<file path="config.mk">
export PLATFORM = sky130hd
export DESIGN_NAME = cellrv32_rst_ctrl
export DESIGN_NICKNAME = d
export VERILOG_FILES = /design/src/rtl/cellrv32_rst_ctrl.sv
export SDC_FILE = /design/constraint.sdc
export NUM_CORES = 1
export LEC_CHECK = 0
export ABC_CLOCK_PERIOD_IN_PS = 3000
export BUFFER_PORTS_ARGS = -buffer_cell sky130_fd_sc_hd__buf_2
export CAP_MARGIN = 15
export CORE_ASPECT_RATIO = 1.25
export CORE_MARGIN = 3
export CORE_UTILIZATION = 30
export DETAILED_ROUTE_END_ITERATION = 10
export SYNTH_ARGS = -nofsm -noshare
export SYNTH_HDL_FRONTEND = slang
export SYNTH_SLANG_ARGS = --single-unit
</file>
<file path="constraint.sdc">
create_clock -name clk_i -period 3 [get_ports clk_i]
set_input_delay 0.6 -clock clk_i [delete_from_list [all_inputs] [get_ports clk_i]]
set_output_delay 0.6 -clock clk_i [all_outputs]
set_load 0.05 [all_outputs]
</file>
<file path="src/rtl/cellrv32_rst_ctrl.sv">
`default_nettype none
// ============================================================================
// Module      : cellrv32_rst_ctrl
// Description : System reset controller. Merges the external reset pin, the
//               watchdog bite and the debug-module non-debug reset into one
//               registered internal reset. Each internal reset is held low for
//               a minimum width. The block also records what caused the last
//               reset.
// Revision    : 1.0 - initial release
// ----------------------------------------------------------------------------
// Parameters
//   EXT_SYNC_STAGES : synchronizer depth for external reset release (2..4)
//   HOLD_CYCLES     : minimum internal reset low-time in clocks (1..255)
// Ports
//   clk_i       in  1  global clock
//   rstn_ext_i  in  1  external reset, asynchronous, active-low
//   wdt_rstn_i  in  1  watchdog bite, synchronous, active-low, may be 1 cycle
//   dbg_rstn_i  in  1  debug reset request, synchronous, active-low, level
//   rstn_sys_o  out 1  external reset: async assert, synchronized release
//   rstn_int_o  out 1  internal system reset, active-low, registered
//   cause_o     out 2  last reset cause (00 ext, 01 watchdog, 10 debug)
//   rst_cnt_o   out 8  saturating count of internal resets since ext reset
// ============================================================================
module cellrv32_rst_ctrl #(
  parameter int EXT_SYNC_STAGES = 2,
  parameter int HOLD_CYCLES     = 16
) (
  input  logic       clk_i,
  input  logic       rstn_ext_i,
  input  logic       wdt_rstn_i,
  input  logic       dbg_rstn_i,
  output logic       rstn_sys_o,
  output logic       rstn_int_o,
  output logic [1:0] cause_o,
  output logic [7:0] rst_cnt_o
);

  // Counter value loaded when a hold window opens: the load edge itself
  // counts as the first low cycle, so HOLD_CYCLES-1 remaining edges follow.
  localparam logic [7:0] HOLD_LOAD = 8'(HOLD_CYCLES - 1);
  // While debug is still requesting reset the counter is parked one higher,
  // so the full HOLD_CYCLES low cycles start with the first clock that sees
  // the request released.
  localparam logic [7:0] HOLD_DBG  = 8'(HOLD_CYCLES);

  localparam logic [1:0] CAUSE_EXT = 2'b00;
  localparam logic [1:0] CAUSE_WDT = 2'b01;
  localparam logic [1:0] CAUSE_DBG = 2'b10;

  typedef enum logic [1:0] {
    ST_EXT  = 2'd0,
    ST_HOLD = 2'd1,
    ST_RUN  = 2'd2
  } state_t;

  logic [EXT_SYNC_STAGES-1:0] sync_q, sync_d;
  state_t                     state_q, state_d;
  logic [7:0]                 hold_cnt_q, hold_cnt_d;
  logic                       rstn_int_q, rstn_int_d;
  logic [1:0]                 cause_q, cause_d;
  logic [7:0]                 rst_cnt_q, rst_cnt_d;

  // Release synchronizer: ones shift in from the bottom after the pin rises.
  assign sync_d = {sync_q[EXT_SYNC_STAGES-2:0], 1'b1};

  always_comb begin
    state_d    = state_q;
    hold_cnt_d = hold_cnt_q;
    rstn_int_d = rstn_int_q;
    cause_d    = cause_q;
    rst_cnt_d  = rst_cnt_q;

    case (state_q)
      ST_EXT: begin
        rstn_int_d = 1'b0;
        if (sync_q[EXT_SYNC_STAGES-1]) begin
          hold_cnt_d = HOLD_LOAD;
          state_d    = ST_HOLD;
        end
      end

      ST_HOLD: begin
        // Watchdog is deliberately not looked at here: it is being held in
        // reset by us, and a stray bite must not extend or recount.
        rstn_int_d = 1'b0;
        if (!dbg_rstn_i) begin
          hold_cnt_d = HOLD_DBG;
        end else if (hold_cnt_q == 8'd0) begin
          rstn_int_d = 1'b1;
          state_d    = ST_RUN;
        end else begin
          hold_cnt_d = hold_cnt_q - 8'd1;
        end
      end

      ST_RUN: begin
        rstn_int_d = 1'b1;
        if (!wdt_rstn_i || !dbg_rstn_i) begin
          rstn_int_d = 1'b0;
          hold_cnt_d = HOLD_LOAD;
          state_d    = ST_HOLD;
          // Watchdog takes precedence on a simultaneous request.
          cause_d    = (!wdt_rstn_i) ? CAUSE_WDT : CAUSE_DBG;
          if (rst_cnt_q != 8'hFF) begin
            rst_cnt_d = rst_cnt_q + 8'd1;
          end
        end
      end

      default: begin
        rstn_int_d = 1'b0;
        state_d    = ST_EXT;
      end
    endcase
  end

  // Everything here is cleared only by the external pin; internal resets
  // never touch the cause/count registers.
  always_ff @(posedge clk_i or negedge rstn_ext_i) begin
    if (!rstn_ext_i) begin
      sync_q     <= '0;
      state_q    <= ST_EXT;
      hold_cnt_q <= 8'd0;
      rstn_int_q <= 1'b0;
      cause_q    <= CAUSE_EXT;
      rst_cnt_q  <= 8'd0;
    end else begin
      sync_q     <= sync_d;
      state_q    <= state_d;
      hold_cnt_q <= hold_cnt_d;
      rstn_int_q <= rstn_int_d;
      cause_q    <= cause_d;
      rst_cnt_q  <= rst_cnt_d;
    end
  end

  assign rstn_sys_o = sync_q[EXT_SYNC_STAGES-1];
  assign rstn_int_o = rstn_int_q;
  assign cause_o    = cause_q;
  assign rst_cnt_o  = rst_cnt_q;

endmodule
`default_nettype wire

</file>
Yosys cells after proc, flatten, opt, wreduce, memory -nomap -nowiden:

Index checks and enable logic that the tools add are counted.

* flip-flop bits (word level): 23
* word-level logic and storage cells: 41

* add/sub/neg operators: 2
* equality and inequality tests: 8
* multiplexer cells: 15
* reductions and logical operators: 10

Operators by type and width (number)
* two-way mux 8 bit: 4
* one-hot mux 8 bit (3 select lines): 1
* two-way mux 2 bit: 5
* adder 8 x 1 -> 8 bit (second input constant): 1
* logical NOT 8 bit: 1
* != test 2 bit (second input constant): 4
* != test 8 bit (second input constant): 1
* AND reduction 4 bit: 2
* subtractor 8 x 1 -> 8 bit (second input constant): 1
* one-hot mux 2 bit (3 select lines): 1
* two-way mux 1 bit: 3
* != test 3 bit (second input constant): 1
* AND reduction 3 bit: 1
* nonzero test 3 bit: 1
* == test 2 x 1 -> 1 bit (second input constant): 1
* == test 2 bit (second input constant): 1
* logical NOT 1 bit: 2
* logical NOT 2 bit: 1
* one-hot mux 1 bit (2 select lines): 1
* AND reduction 2 bit: 1
* logical OR 1 bit: 1

Depth between registers and ports, before layout:

* word-level depth: 4
* depth in mapped cells: 7
* depth with buffers taken out: 6

Worst setup path after synthesis:

Ideal clock, no wire load.

* path type: register -> register
* from: register state_q[0]
* to: register hold_cnt_q[2]
* data arrival time: 1.763 ns
* required time: 2.913 ns
* path slack: 1.150 ns
* cell stages (with the launch flop): 7
* path buffers: 0
* path through: dfrtp_1 -> inv_1 -> ha_1 -> and3_4 -> or3_1 -> or4_1 -> o211ai_1

* longest elaborated chain between the ends: 3
* elaborated cells on any way between the ends: 9

Ends and longest elaborated chain
* start, declared: line 57 `state_t state_q, state_d;`
* start signal, assigned: line 129 `state_q <= state_d;`
* == test 2 x 1 -> 1 bit (tied with other cells): line 73 `case (state_q)`
* != test 3 bit (no line) (tied with other cells)
* AND reduction 4 bit (no line)
* end signal, assigned: line 130 `hold_cnt_q <= hold_cnt_d;`
* end, declared: line 58 `logic [7:0] hold_cnt_q, hold_cnt_d;`

Several ways; a longest one is shown, not always the timed one.
A chain may end at the register's enable or synchronous reset.

Worst setup path in the final report:

Same ends and word-level chain as after synthesis.

==> results.sh <==
export IMPL_outcome="complete, no violations"
export IMPL_cts_sinks=23
export IMPL_cp_slowest_cell="or4_1"
export IMPL_path_delay_family="simple AND/OR/NAND/NOR gates"
export IMPL_async_flop_share_pct=100.0
export IMPL_coreArea_mm2=0.003910
export IMPL_fillerInstances=393
export IMPL_synth_main_ff_cell="dfrtp_1"
export IMPL_yosys_top_cells_area="dfrtp_1 46%, ha_1 8.0%, xor2_1 4.2%"
export IMPL_ys_seq_area_share_pct=45.73
export IMPL_grtUsageTotal_pct=10.85
export IMPL_path_max_fanout=11
export IMPL_arrival_ns=2.34
export IMPL_wl_um=2474
export IMPL_fin_area_mm2=0.001430
export IMPL_synth_largest_area_cell="dfrtp_1"
export IMPL_cp_slowest_stage_delay_ns=0.51
export IMPL_maxCapViolations=0
export IMPL_max_freq_mhz=465.5
export IMPL_register_area_um2=575.6
export IMPL_first_iter_violations=51
export IMPL_dieArea_mm2=0.005014
export IMPL_cts_buffers=3
export IMPL_drive_gt1_share_pct=17.24
export IMPL_worst_setup_path_end_kind="flip-flop"
export IMPL_io_pins=16
export IMPL_crit_chain="inv_1, ha_1, and3_4, or3_1, or4_1, o211ai_1"
export IMPL_tightest_slew_ns=0.5701
export IMPL_synth_cell_area_mm2=0.001259
export IMPL_synth_avg_cell_area_um2=9.682
export IMPL_start_util_pct=32.19
export IMPL_min_path_type="input port to async pin"
export IMPL_cts_repair_resized=0
export IMPL_max_slew_margin_pct=61.70
export IMPL_setup_viol=0
export IMPL_grt_overflow_total=0
export IMPL_tritoncts="yes"
export IMPL_drt_vias_per_instance=4.995
export IMPL_required_ns=3.19
export IMPL_synth_nets=142
export IMPL_dieWidth_um=63.94
export IMPL_nets=158
export IMPL_period_share_pct=71.61
export IMPL_powerDensity_mw_per_mm2=742.9
export IMPL_final_util_pct=36.58
export IMPL_ys_warn_count=0
export IMPL_multi_input_area_um2=635.6
export IMPL_ys_ff_latch=23
export IMPL_synth_cell_types=42
export IMPL_grt_pass1_wl_um=4298
export IMPL_path_clk_slew_ns=0.08
export IMPL_skew_ns=0.003200
export IMPL_cts_root_buf="clkbuf_8"
export IMPL_gp_congestion=0.8528
export IMPL_drtAntennaViolNets=0
export IMPL_drc=0
export IMPL_syn2layout_area_growth_pct=13.62
export IMPL_vias=994
export IMPL_first_pass_iters=4
export IMPL_dp_hpwl_um=1831
export IMPL_num_antenna_cells=0
export IMPL_finalHoldViolations=0
export IMPL_crit_path_start_kind="flip-flop"
export IMPL_crit_buf_inv=1
export IMPL_rsz0062_at_grt="false"
export IMPL_postCtsSetupRepairBufs=0
export IMPL_antenna_found_initial=0
export IMPL_tns_ns=0
export IMPL_synth_top_area_share_pct=45.73
export IMPL_final_max_slew_viol_count=0
export IMPL_synth_edf_count=0
export IMPL_wl_per_cell_um=12.43
export IMPL_die_height_um=78.42
export IMPL_placed_area_mm2=0.001384
export IMPL_p_leak_nw=0.6804
export IMPL_clk_latency_ns=0.27
export IMPL_grt_pass1_vias=959
export IMPL_final_min_clock_period_ns=2.148
export IMPL_h_tree_depth=1
export IMPL_ctsHoldBuffers=0
export IMPL_ir_drop_v=0.0001555
export IMPL_io_buffers=15
export IMPL_path_class="flip-flop to flip-flop"
export IMPL_clockBufferDepth=2
export IMPL_grt_max_degree=24
export IMPL_core_rowCount=25
export IMPL_synthCells=130
[sequential cells by signal (all words and copies together), names as in the netlist]
register	count
rstn_int_o	1
cause_o	2
rst_cnt_o	8
sync_q	2
hold_cnt_q	8
state_q	2
[cell usage in the layout, fill, tap and decap left out, types with 3 or more instances in the layout]
cell	instances
ha_1	8
nand3_1	7
o21ai_0	8
clkbuf_8	3
nor2_1	8
nand4_1	4
nand2_1	11
buf_2	15
inv_1	8
a21oi_1	5
nor3_1	5
xor2_1	6
dfrtp_1	23
[worst paths after layout]
path	slack [ns]	cells after the start	start	to
min	0.30	1	rstn_ext_i	rst_cnt_o[0]
max	0.85	6	state_q[0]	hold_cnt_q[2]
max reg2reg	0.85	6	state_q[0]	hold_cnt_q[2]
max in group asynchronous	2.36	1	rstn_ext_i	rst_cnt_o[7]
min reg2reg	0.36	0	sync_q[0]	sync_q[1]
min in group clk_i	0.36	0	sync_q[0]	sync_q[1]
[worst reg2reg max path: cells and delay by family, from the launching register on]
family	cells	cell delay, ns
AOI/OAI and AO/OA	1	0.09
adders and majority gates	1	0.26
buffers and inverters	1	0.09
DFF	1	0.40
and+or+nand+nor	3	1.23
[per-stage QoR]
stage | worst slack (ns) | cells | hold slack (ns) | total power, mW
finish | 0.8518 | 199 | 0.2975 | 1.062
global route | 0.7311 | 199 | 0.3353 | 1.144
CTS | 0.8608 | 199 | 0.3178 | 1.070
detailed placement | 0.8259 | 195 | 0.3418 | 0.8749
global placement | 0.8523 | 195 | 0.3354 | 0.8604
floorplan | 1.150 | 130 | 0.3044 | 0.7783
[synthesized netlist by cell type, types with 4 or more instances]
master / instances
nand2_1: 11
nor3_1: 5
a21oi_1: 5
nand4_1: 4
nor2_1: 8
o21ai_0: 8
inv_1: 8
dfrtp_1: 23
nand3_1: 7
xor2_1: 6
ha_1: 8
[per-layer routing]
layer	part of all wire, %	track usage (%)	vias to the layer above
met5	0	0	-
met3	3.7	1.717	4
met4	2.1	6.695	0
met1	44	13.05	475
met2	50	17.89	25
li1	-	-	490
[power by group]
part | internal (mW) | switching (mW) | total (mW)
sequential | 0.377 | 0.0750 | 0.452
combinational | 0.153 | 0.264 | 0.417
clock | 0.0928 | 0.101 | 0.194
[cells by family (layout without fill, tap and decap cells)]
logic type / count (synthesis) / in the layout / synth area share (%)
xor gates and xnor gates: 7 / 7 / 4.871
DFF: 23 / 23 / 45.73
AOI/OAI and AO/OA: 28 / 28 / 14.91
muxes: 2 / 2 / 1.690
other: 1 / 1 / 0.2979
adders and majority gates: 8 / 8 / 7.953
buffers and inverters: 12 / 27 / 3.777
and+or+nand+nor: 49 / 49 / 20.78
[layout make-up]
type                       count  area share (%)
clock buffer                   3           2.887
clock inverter                 1          0.3500
inverter                       8           2.100
multi-input combinational     95           44.44
sequential                    23           40.25
tap                           54           4.724
timing repair buffer          15           5.249
Power figures use the tool's default switching activity.
